--- config.mk ---
export PLATFORM = sky130hd
export DESIGN_NAME = dmem_check_harness
export DESIGN_NICKNAME = d
export VERILOG_FILES = /design/src/rtl/dmem_check_harness.sv
export SDC_FILE = /design/constraint.sdc
export NUM_CORES = 1
export LEC_CHECK = 0
export ABC_AREA = 1
export BUFFER_PORTS_ARGS = -buffer_cell sky130_fd_sc_hd__buf_2
export CAP_MARGIN = 0
export CORE_ASPECT_RATIO = 1.4
export CORE_UTILIZATION = 60
export CTS_CLUSTER_DIAMETER = 30
export DETAILED_ROUTE_END_ITERATION = 10
export GPL_TIMING_DRIVEN = 0
export PLACE_DENSITY_LB_ADDON = 0.2
export SYNTH_ARGS = -nofsm -noshare
export SYNTH_HDL_FRONTEND = slang
export SYNTH_SLANG_ARGS = --single-unit
--- constraint.sdc ---
create_clock -name clk -period 4.07 [get_ports clk]
set_input_delay 0.814 -clock clk [delete_from_list [all_inputs] [get_ports clk]]
set_output_delay 0.814 -clock clk [all_outputs]
set_load 0.05 [all_outputs]
--- src/rtl/dmem_check_harness.sv ---
// rtl/dmem_check_harness.sv - CPU run sequencer and data-memory checker against an expected image
// Optional build macro MISMATCH_STOP_EN: abort the scan at the first mismatching word.
module dmem_check_harness #(
    parameter int DATA_W     = 8,
    parameter int DEPTH      = 8,
    parameter int RST_CYCLES = 1,
    parameter int RUN_CYCLES = 16,
    localparam int AW        = (DEPTH > 1) ? $clog2(DEPTH) : 1,
    localparam int CW        = $clog2(DEPTH + 1)
) (
    input  logic              clk,
    input  logic              rst_n,
    input  logic              start,
    input  logic              exp_we,
    input  logic [AW-1:0]     exp_addr,
    input  logic [DATA_W-1:0] exp_data,
    output logic              dut_rst,
    output logic [AW-1:0]     dbg_addr,
    input  logic [DATA_W-1:0] dbg_data,
    output logic              busy,
    output logic              done,
    output logic              pass,
    output logic [CW-1:0]     mismatch_cnt,
    output logic [AW-1:0]     first_fail
);

    // One shared phase counter covers the reset hold, the run window and the scan.
    localparam int CNT_A   = (RST_CYCLES > RUN_CYCLES) ? RST_CYCLES : RUN_CYCLES;
    localparam int CNT_MAX = (CNT_A > DEPTH) ? CNT_A : DEPTH;
    localparam int CNTW    = $clog2(CNT_MAX + 1);

    localparam logic [CNTW-1:0] RST_LAST  = CNTW'(RST_CYCLES - 1);
    localparam logic [CNTW-1:0] RUN_LAST  = CNTW'(RUN_CYCLES - 1);
    localparam logic [CNTW-1:0] SCAN_LAST = CNTW'(DEPTH);
    localparam logic [CNTW-1:0] ADDR_LAST = CNTW'(DEPTH - 1);
    localparam logic [AW:0]     DEPTH_V   = (AW + 1)'(DEPTH);

    typedef enum logic [2:0] {
        S_IDLE,
        S_RESET,
        S_RUN,
        S_SCAN,
        S_DONE
    } state_t;

    state_t state_q, state_d;

    logic [CNTW-1:0]   cnt;
    logic [DATA_W-1:0] exp_mem [DEPTH];
    logic [AW-1:0]     cmp_addr;
    logic              cmp_en;
    logic              mismatch;
    logic              idle_or_done;

    assign idle_or_done = (state_q == S_IDLE) || (state_q == S_DONE);

    // Word read at scan step k arrives at step k+1, so compare against cnt-1.
    assign cmp_addr = AW'(cnt - 1'b1);
    assign cmp_en   = (state_q == S_SCAN) && (cnt != '0);
    assign mismatch = cmp_en && (dbg_data != exp_mem[cmp_addr]);

    assign dut_rst = !((state_q == S_IDLE) || (state_q == S_RESET));
    assign busy    = (state_q == S_RESET) || (state_q == S_RUN) || (state_q == S_SCAN);
    assign done    = (state_q == S_DONE);
    assign pass    = (state_q == S_DONE) && (mismatch_cnt == '0);

    always_ff @(posedge clk or negedge rst_n) begin
        if (!rst_n) begin
            state_q <= S_IDLE;
        end else begin
            state_q <= state_d;
        end
    end

    always_comb begin
        state_d = state_q;
        case (state_q)
            S_IDLE: begin
                if (start) state_d = S_RESET;
            end
            S_RESET: begin
                if (cnt == RST_LAST) state_d = S_RUN;
            end
            S_RUN: begin
                if (cnt == RUN_LAST) state_d = S_SCAN;
            end
            S_SCAN: begin
`ifdef MISMATCH_STOP_EN
                if (mismatch || (cnt == SCAN_LAST)) state_d = S_DONE;
`else
                if (cnt == SCAN_LAST) state_d = S_DONE;
`endif
            end
            S_DONE: begin
                if (start) state_d = S_RESET;
            end
            default: state_d = S_IDLE;
        endcase
    end

    always_ff @(posedge clk or negedge rst_n) begin
        if (!rst_n) begin
            cnt          <= '0;
            dbg_addr     <= '0;
            mismatch_cnt <= '0;
            first_fail   <= '0;
        end else begin
            if ((state_d != state_q) || idle_or_done) begin
                cnt <= '0;
            end else begin
                cnt <= cnt + 1'b1;
            end

            if ((state_q == S_RUN) && (state_d == S_SCAN)) begin
                dbg_addr <= '0;
            end else if ((state_q == S_SCAN) && (cnt < ADDR_LAST)) begin
                dbg_addr <= AW'(cnt + 1'b1);
            end

            if (idle_or_done && start) begin
                mismatch_cnt <= '0;
                first_fail   <= '0;
            end else if (mismatch) begin
                mismatch_cnt <= mismatch_cnt + 1'b1;
                if (mismatch_cnt == '0) first_fail <= cmp_addr;
            end
        end
    end

    // Expected image survives reset; it is only writable while no run is in flight.
    always_ff @(posedge clk) begin
        if (exp_we && idle_or_done && ({1'b0, exp_addr} < DEPTH_V)) begin
            exp_mem[exp_addr] <= exp_data;
        end
    end

endmodule
=== Yosys cells after proc, flatten, opt, wreduce, memory -nomap -nowiden ===
Memories as Yosys holds them, arrays and structs flattened.
Cells that the tools add are included.

* Output and inout bits: 14
* RAM bits: 64
* Input bits: 23
* Memories: 1
* Word-level logic and storage cells: 56
* Bits in registers: 18

* Reduce and logical (&&, ||, !) cells: 22
* Add/sub/neg operators: 3
* Magnitude comparators: 1
* Equal/unequal tests: 9
* Mux-type cells: 15

{| class="wikitable"
|+ Memory list
! memory !! depth !! width !! rd ports !! clocked after memory_dff !! wr ports !! RTL line !! RTL
|-
| exp_mem || 8 || 8 || 1 || 0 || 1 || 49 || <nowiki>logic [DATA_W-1:0] exp_mem [DEPTH];</nowiki>
|}

{| class="wikitable"
|+ Operator list
! kind !! count
|-
| 3-bit 2-to-1 mux || 9
|-
| 3-bit one-hot mux with 4 select lines || 1
|-
| 5-bit by 4-bit == test with 1-bit output (second input constant) || 2
|-
| 3-bit by 2-bit == test with 1-bit output (second input constant) || 3
|-
| 4-bit 2-to-1 mux || 2
|-
| 8-bit inequality test || 1
|-
| 1-bit logical AND || 7
|-
| 2-bit nonzero test || 3
|-
| 5-bit by 1-bit adder with 5-bit output (second input constant) || 1
|-
| 5-bit logical NOT || 1
|-
| 1-bit logical OR || 5
|-
| 5-bit by 3-bit less-than comparator with 1-bit output (second input constant) || 1
|-
| 5-bit 2-to-1 mux || 1
|-
| 5-bit nonzero test || 1
|-
| 4-bit by 1-bit adder with 4-bit output (second input constant) || 1
|-
| 4-bit logical NOT || 1
|-
| 3-bit by 1-bit == test with 1-bit output (second input constant) || 1
|-
| 3-bit == test (second input constant) || 1
|-
| 3-bit logical NOT || 1
|-
| 3-bit inequality test || 1
|-
| 3-bit by 1-bit subtractor with 3-bit output (second input constant) || 1
|-
| 1-bit 2-to-1 mux || 2
|-
| 2-bit AND reduction || 1
|-
| 2-bit OR reduction || 1
|-
| 1-bit logical NOT || 1
|}

=== Logic depth before layout (Yosys ltp) ===
Gate-level depths: netlist of run 1.

* Depth in word-level cells: 6
* Gate-level depth with buffers: 20

=== Least setup slack after synthesis of run 1 ===
No wires, ideal clock.

* Path type: reg-to-output
* Start: register state_q[1]
* End: output pass
* Required time: 3.256 ns
* Arrival time: 2.492 ns
* Stages on the path, launching flop included: 6
* Path slack: 0.764 ns
* Buffers on the path: 0
* Cell sequence: dfrtp_1 nor2_1 inv_1 nor2_1 inv_1 nor3_1

* Cells in the longest elaborated chain, start to end: 2

{| class="wikitable"
|+ Ends and longest elaborated chain
! element !! RTL line !! RTL
|-
| from (decl) || 46 || <nowiki>state_t state_q, state_d;</nowiki>
|-
| from (signal assigned) || 71 || <nowiki>state_q <= state_d;</nowiki>
|-
| 3-bit == test || n/a ||
|-
| net done || 21 || <nowiki>output logic done,</nowiki>
|-
| 1-bit logical AND || 65 || <nowiki>assign pass = (state_q == S_DONE) && (mismatch_cnt == '0);</nowiki>
|-
| to (decl) || 22 || <nowiki>output logic pass,</nowiki>
|}

The timed path passes the listed nets, and every way through them passes these cells.

=== Worst setup path after layout of run 1 ===
* Start: register cnt[0]
* End: register mismatch_cnt[0]

* Cells in the longest elaborated chain, start to end: 5

{| class="wikitable"
|+ Ends and longest elaborated chain
! element !! RTL line !! RTL
|-
| from (decl) || 48 || <nowiki>logic [CNTW-1:0] cnt;</nowiki>
|-
| from (signal assigned) || 111 || <nowiki>cnt <= cnt + 1'b1;</nowiki>
|-
| 3-bit by 1-bit subtractor with 3-bit output || 58 || <nowiki>assign cmp_addr = AW'(cnt - 1'b1);</nowiki>
|-
| memory read 8 x 8 bit || n/a ||
|-
| 8-bit inequality test || 60 || <nowiki>assign mismatch = cmp_en && (dbg_data != exp_mem[cmp_addr]);</nowiki>
|-
| 1-bit logical AND (*) || 60 ||
|-
| 2-bit nonzero test (no line) (*) || n/a ||
|-
| to (signal assigned) || 124 || <nowiki>mismatch_cnt <= mismatch_cnt + 1'b1;</nowiki>
|-
| to (decl) || 23 || <nowiki>output logic [CW-1:0] mismatch_cnt,</nowiki>
|}

Mark *: on every way between the ends. The rest lies on a longest branch, timed or not.
A chain may end at the register's enable or synchronous reset.

==> impl_metrics.tcl, run 1 <==
set metrics [dict create \
    hold_slack_ps 397 \
    cts_buffers 9 \
    clockBufferDepth 2 \
    grt.met2_usage_pct 41.6 \
    grt_pass1_vias 2655 \
    setup_tns_ps 0 \
    post_synth_mux_area_share_pct 0 \
    end_kind "flip-flop" \
    hold_class "input pin to asynchronous set/reset pin" \
    drtAntennaViolNets 0 \
    clock-sinks 82 \
    yosys_warnings 0 \
    design_area_mm2 0.00431 \
    cap_violations 0 \
    synth_ff_type "edfxtp_1" \
    status "finished, final reports clean" \
    wl_per_cell_um 14.9 \
    dp_hpwl_um 5340 \
    die_y_um 96.8 \
    arrival_ps 2840 \
    critPathLaunchType "flip-flop" \
    rsz0062_at_grt "no" \
    die_w_um 69.7 \
    hold_viol_final 0 \
    final_common_cell "nand2_1" \
    met3_usage_pct 4.48 \
    post-place-ws_ps 1470 \
    antenna_found_initial 0 \
    syn_area_mm2 0.00385 \
    grt_overflow 0 \
    synth_cells 384 \
    peakVddDrop_uv 342 \
    coreArea_mm2 0.00621 \
    fillCellCount 497 \
    tightest_slew_ps 963 \
    yosysSeqAreaShare_pct 61.6 \
    max_slew_margin_pct 35.5 \
    synth-compound-area-share_pct 1.46 \
    drc 0 \
    p_leak_nw 1.89 \
    drv_slew 0 \
    top_usage_layer "met2" \
    synth.distinct_cells 30 \
    syn_avg_cell_area_um2 10.0 \
    synth-edff-count 64 \
    critPathMaxFanout 11 \
    dpl.cell_count 492 \
    area_growth_pct 12.0 \
    clk_pin_slew_worst_paths_ps 80 \
    port_buffers 36 \
    clkLatencyLatePin_ps 340 \
    cts_setup_buffers 0 \
    synth-adder-area-share_pct 1.95 \
    synthXorXnorAreaFrac_pct 0.682 \
    first_pass_iters 5 \
    mappedNetlistNets 413 \
    cts_tree "yes" \
    start_util_pct 62.0 \
    synth_top_family_by_area "simple AND/OR/NAND/NOR gates" \
    seqCellArea_mm2 0.00237 \
    timing.final.crit_share_pct 63.8 \
    finalSetupViolations 0 \
    fin_nets 460 \
    grt_usage_pct 24.2 \
    grt_first_pass_wirelength_um 12200 \
    yosys.area_share.simple_pct 27.5 \
    num_antenna_cells 0 \
    ctsResizeCount 0 \
    rows 34 \
    dpl_cell_area_mm2 0.00412 \
    synth_seq_cells 82 \
    drt_wl_total_um 7550 \
    num_vias 2697 \
    use_met1_pct 28.5 \
    fin_crit_ps 2600 \
    final_cells 508 \
    drive_gt1_share_pct 18.3 \
    fin_skew_ps 10.3 \
    cts_root_buf "clkbuf_8" \
    power.density_mw_per_mm2 690 \
    routabilityCongestion 0.893 \
    worst-setup-path-type "flip-flop to flip-flop" \
    num_io_pins 37 \
    fmax_mhz 385 \
    ctsHtreeMaxLevel 3 \
    synthArstFlopShare_pct 22.0 \
    required_ps 4310 \
    grt_max_degree 19 \
    layout_common_cells "nand2_1, edfxtp_1, nand3_1" \
    multi_input_area_mm2 0.00122 \
    ctsHoldBuffers 0 \
    setup_slack_ps 1470 \
    via_per_inst 5.31 \
    die_area_mm2 0.00675 \
    drt_iter0_markers 108 \
]
## per-layer routing
| metal | up-vias | wire (um) |
|---|---|---|
| li1 | 1367 | - |
| met1 | 1244 | 2930 |
| met2 | 77 | 4060 |
| met3 | 9 | 463 |
| met4 | 0 | 100 |
| met5 | - | 0 |
## power breakdown
group	switching, mW	internal, mW	total, mW
Combinational	0.950	0.416	1.37
Clock	0.284	0.285	0.569
Sequential	0.0511	0.990	1.04
## synth_stat cells, types with 3 or more instances
cell type | instances | area share (%)
ha_1 | 6 | 1.9
nand3_1 | 61 | 7.9
o21ai_0 | 4 | 0.52
inv_1 | 37 | 3.6
nor3_1 | 3 | 0.39
buf_6 | 5 | 1.5
nand2_4 | 4 | 1.2
dfrtp_1 | 18 | 12
nand2_2 | 5 | 0.81
nor2_1 | 27 | 2.6
nand2_1 | 117 | 11
nand3b_1 | 6 | 1.2
edfxtp_1 | 64 | 50
xor2_1 | 3 | 0.68
buf_4 | 4 | 0.78
nand4_1 | 3 | 0.49
## registers in the layout (all words and copies together) (netlist names)
signal        cells
first_fail        3
dbg_addr          3
mismatch_cnt      4
cnt               5
exp_mem          64
state_q           3
## path summary, 6_finish.rpt
path	start	end	slack, ps	cells after the start
setup reg to reg	cnt[0]	mismatch_cnt[0]	1470	18
setup / recovery	cnt[0]	mismatch_cnt[0]	1470	18
max in group asynchronous	rst_n	state_q[0]	3370	1
hold / removal	rst_n	cnt[1]	400	1
min in group clk	dbg_addr[2]	dbg_addr[2]	520	2
hold reg to reg	dbg_addr[2]	dbg_addr[2]	520	2
## cell type report
class	instances	area share, %
flip-flops and latches	82	55.0
well taps	72	2.09
clock inverters	6	1.48
multi-input cells	250	28.2
inverters	41	3.86
clock buffers	10	2.96
plain buffers	11	2.23
repair buffers	36	4.18
## critical path, stage by stage (launching register included)
cell and delay (ps):
dfrtp_1 390, buf_6 170, inv_6 60, buf_6 140, ha_1 310, buf_6 160
inv_4 120, buf_4 210, nand3_1 100, nand3_1 130, nand3b_1 90, nand2_1 80
nand2_2 70, nor2_4 120, nand2_4 80, nand2_4 90, nand2_4 60, nand3_1 70
nand2_1 50
## cells by family (layout without fill, tap and decap cells)
kind of cell               Yosys count  count (layout)
xor gates and xnor gates             3               3
adders and majority gates            6               6
AOI/OAI and AO/OA                    9               9
and+or+nand+nor                    232             232
DFF                                 82              82
buffers and inverters               52             104
## metrics by stage
step / util [%] / power [mW]
after floorplan: - / 2.11
after global placement: 66.4 / 2.41
after detailed placement: 66.4 / 2.44
after CTS: 69.5 / 3.00
after global routing: 69.5 / 3.17
final: 69.5 / 2.98
(Power assumes the default switching activity.)
==> run 2: changes to the inputs <==
Settings changed: CORE_UTILIZATION 60 to 59.
Clock period 4.07 ns to 2.7 ns, I/O delays scaled along.
==> run 2 against run 1 <==
Compared with the run above: non-clock buffer count is 1 higher; die area increased by 1.7%; count of clock-buffer cells in the layout grew 2; routed wire length grew 6.5%; register-to-register slack worse by 1300 ps; clock skew increased by 2.2 ps; setup slack got worse by 1300 ps; core utilization rose by 0.23 points; critical path type unchanged.
==> impl_metrics.tcl, run 2 (synthesized netlist as in run 1, its figures left out) <==
set metrics [dict create \
    coreArea_mm2 0.00625 \
    die_area_mm2 0.00686 \
    topRoutingLayerUsed "met4" \
    clk_pin_slew_worst_paths_ps 80 \
    fillCellCount 484 \
    max_slew_margin_pct 36.5 \
    final_common_cell "nand2_1" \
    required_ps 2940 \
    largest_reg_flops 64 \
    critPathLaunchType "flip-flop" \
    clkLatencyLatePin_ps 350 \
    reg2reg_from "cnt[0]" \
    antenna_found_initial 0 \
    path_buf_inv 6 \
    setup_slack_ps 188 \
    dp_hpwl_um 5490 \
    crit_end "mismatch_cnt[2]" \
    fin_skew_ps 12.5 \
    drc 0 \
    ctsHoldBuffers 0 \
    crit_chain "buf_6 -> inv_6 -> buf_6 -> ha_1 -> buf_6 -> inv_4 -> buf_8 -> nand3_1 -> nand3_1 -> nand2_1 -> nand2_1 -> nand3_2 -> nor2_4 -> nand2_4 -> nand2_4 -> nand2_4 -> nand3_1 -> nand2_1" \
    r2r_end "mismatch_cnt[2]" \
    area_growth_pct 13.1 \
    drive_gt1_share_pct 19.0 \
    tightest_slew_ps 949 \
    setup_tns_ps 0 \
    worst-setup-path-type "flip-flop to flip-flop" \
    cts_tree "yes" \
    port_buffers 36 \
    post-place-ws_ps 127 \
    die_y_um 97.6 \
    rsz0062_at_grt "no" \
    cts_root_buf "clkbuf_8" \
    path_delay_family "simple AND/OR/NAND/NOR gates" \
    clockBufferDepth 2 \
    reg_top3 "exp_mem (64), cnt (5), mismatch_cnt (4)" \
    status "finished, final reports clean" \
    p_leak_nw 1.91 \
    cts_buffers 9 \
    drv_slew 0 \
    fin_crit_ps 2510 \
    r2r_slack_ps 190 \
    cap_violations 0 \
    num_io_pins 37 \
    grt_first_pass_wirelength_um 13000 \
    clock-sinks 82 \
    p_int_mw 2.65 \
    regMostFlops "exp_mem" \
    met1_length_um 3110 \
    fmax_mhz 398 \
    p_sw_mw 1.99 \
    num_antenna_cells 0 \
    rows 34 \
    end_kind "flip-flop" \
    critPathSlowestCell "dfrtp_1" \
    routabilityCongestion 0.852 \
    startpoint "cnt[0]" \
    hold_class "input pin to asynchronous set/reset pin" \
    layout_common_cells "nand2_1, edfxtp_1, nand3_1" \
    comb_power_share_pct 45.7 \
    first_pass_iters 4 \
    finalSetupViolations 0 \
    num_vias 2774 \
    peakVddDrop_uv 650 \
    grt_pass1_vias 2775 \
    critPathMaxStageDelay_ps 400 \
    switching_share_pct 42.8 \
    fin_nets 461 \
    die_w_um 70.3 \
    grt_overflow 0 \
    power.density_mw_per_mm2 1060 \
    grt_usage_pct 25.6 \
    drt_wl_total_um 8040 \
    grt_max_degree 19 \
    crit_cells 18 \
    power.share.clock_pct 20.4 \
    reg2reg_depth 18 \
    arrival_ps 2750 \
    drtAntennaViolNets 0 \
    via_per_inst 5.45 \
    seq_power_share_pct 34.0 \
    ctsHtreeMaxLevel 3 \
    wl_per_cell_um 15.8 \
    met3WireLength_um 478 \
    dr_wl_met2_um 4260 \
    drt_iter0_markers 125 \
    start_util_pct 61.6 \
    hold_viol_final 0 \
    timing.final.crit_share_pct 93.0 \
    critPathMaxFanout 11 \
]
==> run 2: cell types whose count changed in the layout (fill, tap and decap cells not counted) <==
cell / before / now
clkbuf_8: 9 / 10
clkinv_1: 1 / 0
clkbuf_16: 0 / 1
clkinv_4: 1 / 2
nor3_2: 1 / 2
buf_8: 0 / 1
clkinv_2: 1 / 2
inv_6: 3 / 1
clkinvlp_4: 1 / 0
nor3_1: 3 / 2
==> run 2: metrics by stage <==
step / hold slack, ps / utilization (%) / std cells / cell area [um^2] / power, mW
after global routing: 122 / 69.7 / 509 / 4360 / 4.91
after detailed placement: 493 / 66.0 / 492 / 4130 / 3.69
after floorplan: 244 / - / 384 / 3860 / 3.18
after CTS: 105 / 69.4 / 508 / 4340 / 4.61
final: 104 / 69.7 / 509 / 4360 / 4.63
after global placement: 491 / 66.0 / 492 / 4130 / 3.64
==> run 2: power by group through the flow <==
stage / sequential [mW] / clock, mW / combinational [mW]
floorplan: 1.84 / 0 / 1.35
global placement: 1.60 / 0 / 2.04
detailed placement: 1.60 / 0 / 2.08
CTS: 1.58 / 0.947 / 2.09
global route: 1.59 / 0.996 / 2.32
finish: 1.57 / 0.945 / 2.12
==> run 2: final cells by class <==
class                   instances  area (um^2)  area share (%)
well taps                      72         90.1            2.07
clock inverters                 4         48.8            1.12
multi-input cells             250         1220            28.1
inverters                      41          166            3.82
repair buffers                 37          188            4.31
flip-flops and latches         82         2370            54.4
clock buffers                  12          166            3.82
plain buffers                  11          104            2.38
==> run 2: worst min-delay path by stage <==
stage / cells past startpoint / start / endpoint
floorplan: 0 / rst_n / cnt[0]
global placement: 1 / rst_n / cnt[4]
detailed placement: 1 / rst_n / cnt[4]
CTS: 1 / rst_n / cnt[4]
global route: 1 / rst_n / cnt[4]
finish: 1 / rst_n / cnt[4]
==> run 2: layer usage <==
layer,global-route usage (%),up-vias
met5,0,-
met4,12.3,0
met3,4.46,19
met2,44.0,88
met1,30.6,1300
li1,-,1367
==> run 2: repair_timing <==
item	in CTS	in global routing
endpoints found under the hold margin	0	0
resized for setup	0	2
setup endpoints to repair	0	7
setup buffers	0	1
